`config.mk`:
```
export PLATFORM = sky130hd
export DESIGN_NAME = generic_bus_arbiter_n
export DESIGN_NICKNAME = d
export VERILOG_FILES = /design/src/rtl/generic_bus_arbiter_n.sv
export SDC_FILE = /design/constraint.sdc
export NUM_CORES = 1
export LEC_CHECK = 0
export CELL_PAD_IN_SITES_DETAIL_PLACEMENT = 0
export CELL_PAD_IN_SITES_GLOBAL_PLACEMENT = 2
export CORE_MARGIN = 2
export CORE_UTILIZATION = 10
export CTS_CLUSTER_SIZE = 40
export DETAILED_ROUTE_END_ITERATION = 16
export PLACE_DENSITY = 0.95
export SLEW_MARGIN = 20
export SYNTH_ARGS = -nofsm -noshare
export SYNTH_HDL_FRONTEND = slang
export SYNTH_SLANG_ARGS = --single-unit
```
`constraint.sdc`:
```
create_clock -name CLK -period 1.4 [get_ports CLK]
set_clock_uncertainty 0.05 [all_clocks]
set_input_delay 0.14 -clock CLK [delete_from_list [all_inputs] [get_ports CLK]]
set_output_delay 0.14 -clock CLK [all_outputs]
set_load 0.005 [all_outputs]
```
`src/rtl/generic_bus_arbiter_n.sv`:
```
// N-requester, single-manager arbiter for the generic request/busy bus.
// One whole transaction is granted at a time. The grant is held until the
// downstream side completes it. Arbitration is round-robin or fixed priority,
// and fixed priority includes a starvation override.
module generic_bus_arbiter_n #(
  parameter int unsigned N_PORTS      = 2,
  parameter int unsigned ADDR_W       = 32,
  parameter int unsigned DATA_W       = 32,
  parameter int unsigned RR_MODE      = 1,
  parameter int unsigned STARVE_LIMIT = 16,
  localparam int unsigned GW          = $clog2(N_PORTS),
  localparam int unsigned BE_W        = DATA_W / 8
) (
  input  logic                      CLK,
  input  logic                      nRST,
  input  logic [N_PORTS-1:0]        in_ren,
  input  logic [N_PORTS-1:0]        in_wen,
  input  logic [N_PORTS*ADDR_W-1:0] in_addr,
  input  logic [N_PORTS*DATA_W-1:0] in_wdata,
  input  logic [N_PORTS*BE_W-1:0]   in_byte_en,
  output logic [DATA_W-1:0]         in_rdata,
  output logic [N_PORTS-1:0]        in_busy,
  output logic                      out_ren,
  output logic                      out_wen,
  output logic [ADDR_W-1:0]         out_addr,
  output logic [DATA_W-1:0]         out_wdata,
  output logic [BE_W-1:0]           out_byte_en,
  input  logic [DATA_W-1:0]         out_rdata,
  input  logic                      out_busy,
  output logic [GW-1:0]             grant_idx,
  output logic                      grant_valid
);

  // Starvation counters only need to reach the limit; they saturate there.
  localparam int unsigned CW = (STARVE_LIMIT == 0) ? 1 : $clog2(STARVE_LIMIT + 1);

  typedef enum logic {
    IDLE   = 1'b0,
    ACTIVE = 1'b1
  } state_e;

  state_e          state_q, state_d;
  logic [GW-1:0]   grant_q, grant_d;
  logic [GW-1:0]   ptr_q, ptr_d;
  logic [CW-1:0]   starve_q [N_PORTS];
  logic [CW-1:0]   starve_d [N_PORTS];
  logic [GW-1:0]   win_c;
  logic [N_PORTS-1:0] req_c;

  logic [ADDR_W-1:0] addr_a  [N_PORTS];
  logic [DATA_W-1:0] wdata_a [N_PORTS];
  logic [BE_W-1:0]   be_a    [N_PORTS];

  assign req_c = in_ren | in_wen;

  // Split the flat per-port buses into indexable arrays.
  for (genvar i = 0; i < N_PORTS; i++) begin : g_unpack
    assign addr_a[i]  = in_addr[i*ADDR_W +: ADDR_W];
    assign wdata_a[i] = in_wdata[i*DATA_W +: DATA_W];
    assign be_a[i]    = in_byte_en[i*BE_W +: BE_W];
  end

  // Pick the winner among the current requesters.
  always_comb begin
    logic        found;
    int unsigned idx;
    found = 1'b0;
    idx   = 0;
    win_c = '0;
    if (RR_MODE != 0) begin
      for (int unsigned k = 0; k < N_PORTS; k++) begin
        idx = 32'(ptr_q) + k;
        if (idx >= N_PORTS) idx = idx - N_PORTS;
        if (!found && req_c[GW'(idx)]) begin
          found = 1'b1;
          win_c = GW'(idx);
        end
      end
    end else begin
      if (STARVE_LIMIT != 0) begin
        for (int unsigned p = 0; p < N_PORTS; p++) begin
          if (!found && req_c[GW'(p)] && (starve_q[GW'(p)] >= CW'(STARVE_LIMIT))) begin
            found = 1'b1;
            win_c = GW'(p);
          end
        end
      end
      for (int unsigned p = 0; p < N_PORTS; p++) begin
        if (!found && req_c[GW'(p)]) begin
          found = 1'b1;
          win_c = GW'(p);
        end
      end
    end
  end

  // Next state: grant from IDLE, release on downstream completion.
  always_comb begin
    state_d  = state_q;
    grant_d  = grant_q;
    ptr_d    = ptr_q;
    starve_d = starve_q;
    case (state_q)
      IDLE: begin
        if (|req_c) begin
          state_d = ACTIVE;
          grant_d = win_c;
          if (RR_MODE == 0) begin
            for (int unsigned p = 0; p < N_PORTS; p++) begin
              if (GW'(p) == win_c) begin
                starve_d[GW'(p)] = '0;
              end else if (req_c[GW'(p)] && (starve_q[GW'(p)] < CW'(STARVE_LIMIT))) begin
                starve_d[GW'(p)] = starve_q[GW'(p)] + CW'(1);
              end
            end
          end
        end
      end
      ACTIVE: begin
        if (!out_busy) begin
          state_d = IDLE;
          ptr_d   = (grant_q == GW'(N_PORTS - 1)) ? '0 : grant_q + GW'(1);
        end
      end
      default: state_d = IDLE;
    endcase
  end

  // Arbitration state registers.
  always_ff @(posedge CLK or negedge nRST) begin
    if (!nRST) begin
      state_q  <= IDLE;
      grant_q  <= '0;
      ptr_q    <= '0;
      starve_q <= '{default: '0};
    end else begin
      state_q  <= state_d;
      grant_q  <= grant_d;
      ptr_q    <= ptr_d;
      starve_q <= starve_d;
    end
  end

  // Steer the granted port to the downstream side and return completion.
  always_comb begin
    out_ren     = 1'b0;
    out_wen     = 1'b0;
    out_addr    = '0;
    out_wdata   = '0;
    out_byte_en = '0;
    in_rdata    = '0;
    in_busy     = '1;
    if (state_q == ACTIVE) begin
      out_wen     = in_wen[grant_q];
      out_ren     = in_ren[grant_q] & ~in_wen[grant_q];
      out_addr    = addr_a[grant_q];
      out_wdata   = wdata_a[grant_q];
      out_byte_en = be_a[grant_q];
      if (!out_busy) begin
        in_busy[grant_q] = 1'b0;
        in_rdata         = out_rdata;
      end
    end
  end

  assign grant_idx   = grant_q;
  assign grant_valid = (state_q == ACTIVE);

endmodule

```
==> flow_metrics.py <==
metrics = {
    "run_status": {
        "status": "complete, but fails checks",
        "failed_checks": "negative setup slack",
    },
    "setup_path": {
        "crit_fanout": 7,
        "cp-end-kind": "primary output",
        "r2r-end": "ptr_q$_DFFE_PN0P_",
        "cp-start-kind": "flip-flop",
        "worstPathRequired_ps": 1210,
        "r2r_cells": 7,
        "criticalPathCategory": "flip-flop to primary output",
        "rrSetupSlack_ps": -10,
        "worst-endpoint-arrival_ps": 1520,
        "r2r_start": "grant_valid$_DFF_PN0_",
    },
    "placed_design": {
        "dp_hpwl_mm": 7.56,
        "numPlacedInstances": 697,
        "gp_congestion": 0.735,
        "numPortBuffers": 280,
        "preCtsSetupSlack_ps": -442,
        "place_area_mm2": 0.00472,
    },
    "detailed_routing": {
        "drt_pass1_iterations": 4,
        "ant_nets": 0,
        "dr_total_vias": 2689,
        "detail_route.drc_violations": 0,
        "wirelength_mm": 10.9,
        "first_iter_violations": 65,
        "wl_per_cell_um": 14.8,
        "vias_per_cell": 3.65,
    },
    "timing": {
        "setup_viol": 106,
        "slew_headroom": 0.840,
        "worst_slack_ps": -312,
        "drv_slew": 0,
        "min_period_ps": 1710,
        "hold_violations": 0,
        "maxClockFrequency_ghz": 0.584,
        "period_share": 1.22,
        "tightest_slew_ps": 239,
        "rsz0062_at_grt": "true",
    },
    "clock_network": {
        "clock_latency_ps": 220,
        "htree_levels": 1,
        "numCtsBuffers": 3,
        "cts_tree": "yes",
        "clockRootBuffer": "clkbuf_16",
        "clkTransAtPathRegs_ps": 30,
        "holdBufCountCts": 0,
        "clockBufferDepth": 2,
        "cts.sinks": 3,
    },
    "finish": {
        "fillers": 1655,
        "antenna_cells": 0,
        "final_area_mm2": 0.00517,
        "synthToLayoutAreaGrowth_pct": 222,
        "final_layout_size_suffix_gt1_frac": 0.386,
        "fin_util": 0.328,
        "final_nets": 697,
        "fin_cells": 737,
    },
    "die": {
        "dieHeight_um": 131,
        "io_pins": 281,
        "core-area_mm2": 0.0158,
        "die_w_um": 131,
        "die_area_mm2": 0.0171,
        "start_util": 0.102,
        "row_count": 46,
    },
    "global_routing": {
        "grt_pass1_wl_mm": 13.2,
        "antenna_found_initial": 0,
        "grt_max_degree": 51,
        "first_global_vias": 2597,
        "grt_usage": 0.0973,
        "grt_overflow": 0,
    },
    "synth": {
        "ys_warn_count": 0,
        "ys_types": 20,
        "ys_seq_area_frac": 0.0467,
        "syn-cell-area_mm2": 0.00161,
        "synth-seq-cells": 3,
        "netlist_instances": 209,
        "synth.net_count": 384,
        "syn_avg_cell_area_um2": 7.69,
    },
    "job": {
        "cap_viol_max_count": 0,
    },
    "pwr": {
        "power_density_mw_per_mm2": 755,
        "p_leak_uw": 0.00240,
        "vdd_drop_max_mv": 0.467,
        "fin_total_pwr_uw": 3900,
    },
    "min_path": {
        "hold_class": "input pin to async pin",
    },
}
power breakdown:
| part | internal, uW | leakage, uW | switching (uW) |
|---|---|---|---|
| Combinational | 2100 | 0.00233 | 1220 |
| Clock | 376 | 0.0000382 | 75.9 |
| Sequential | 117 | 0.0000325 | 20.2 |
| Total | 2590 | 0.00240 | 1310 |
metrics by stage:
stage,hold WS (ps),setup TNS [ps]
6_report,61.1,-19660
5_1_grt,82.8,-24360
4_1_cts,59.3,-38300
3_5_place_dp,292,-33250
3_3_place_gp,287,-31820
2_1_floorplan,-206,0
sequential cells by signal, summed over array words and instances, names as in the netlist:
signal,flops
grant_valid,1
grant_idx,1
ptr_q,1
final cells by class:
cell class              count  area, um2  share of cell area
clock buffers               4       78.8              0.0152
multi-input cells         184       1550               0.300
well taps                 216        270              0.0522
repair buffers            329       3190               0.616
flip-flops and latches      3       80.1              0.0155
inverters                   1       3.75            0.000726
layer usage:
layer	vias to the layer above	GRT usage	wire length (um)
met5	-	0	0
met4	0	0.0194	64
met3	5	0.0155	756
met2	133	0.189	5690
met1	1230	0.112	4410
li1	1321	-	-
layout by cell type, fill, tap and decap left out, types with 2 or more instances in the layout:
| cell | Yosys | routed |
|---|---|---|
| clkdlybuf4s50_1 | 0 | 174 |
| buf_2 | 4 | 70 |
| nor2b_1 | 70 | 68 |
| mux2i_1 | 70 | 63 |
| buf_6 | 1 | 56 |
| and2_4 | 0 | 31 |
| clkbuf_16 | 0 | 9 |
| buf_12 | 0 | 8 |
| buf_4 | 5 | 8 |
| mux2i_2 | 0 | 5 |
| clkbuf_2 | 0 | 3 |
| mux2i_4 | 0 | 2 |
| nor2_1 | 2 | 2 |
| buf_16 | 0 | 2 |
critical path: stages (launching register included):
cell       delay [ps]
dfrtp_4           480
buf_6             140
buf_6             130
clkbuf_16         170
mux2i_1           120
nor2b_1           130
buf_2             130
worst max path at each step:
stage / cells past startpoint / slack, ps / startpoint / to
2_1_floorplan: 4 / 60 / grant_idx$_DFFE_PN0P_ / out_ren
3_3_place_gp: 4 / -430 / in_ren[0] / out_ren
3_5_place_dp: 4 / -440 / in_ren[0] / out_ren
4_1_cts: 4 / -600 / grant_idx$_DFFE_PN0P_ / out_addr[8]
5_1_grt: 6 / -370 / grant_idx$_DFFE_PN0P_ / out_addr[27]
6_report: 6 / -310 / grant_idx$_DFFE_PN0P_ / out_wdata[19]
cells by family (layout without fill, tap and decap cells):
group	after synthesis	after routing	share of synthesized area
flops	3	3	0.0467
buf+inv	22	334	0.0709
mux	70	70	0.436
simple gates	109	109	0.421
compound gates	5	5	0.0249
Yosys cell counts (all sizes together):
| library cell | n | area, um2 |
|---|---|---|
| inv | 1 | 3.75 |
| a21boi | 1 | 7.51 |
| and2 | 32 | 200 |
| nand3b | 1 | 7.51 |
| nor2 | 2 | 7.51 |
| o32a | 1 | 10.0 |
| nor2b | 70 | 438 |
| nand2 | 1 | 3.75 |
| o21a | 1 | 7.51 |
| a21oi | 1 | 5.00 |
| o21ba | 1 | 10.0 |
| dfrtp | 3 | 75.1 |
| nor3 | 1 | 5.00 |
| buf | 10 | 68.8 |
| clkbuf | 11 | 41.3 |
| mux2i | 70 | 701 |
| nand2b | 1 | 6.26 |
| or3b | 1 | 8.76 |
timing repair:
item,in CTS,in global routing
setup buffers,12,16
pin swaps,17,17
endpoints found under the setup margin,106,107
cloned,5,10
gates resized for setup,274,212
hold endpoints to repair,0,0
Note: power is estimated with default switching activity, not from simulation.
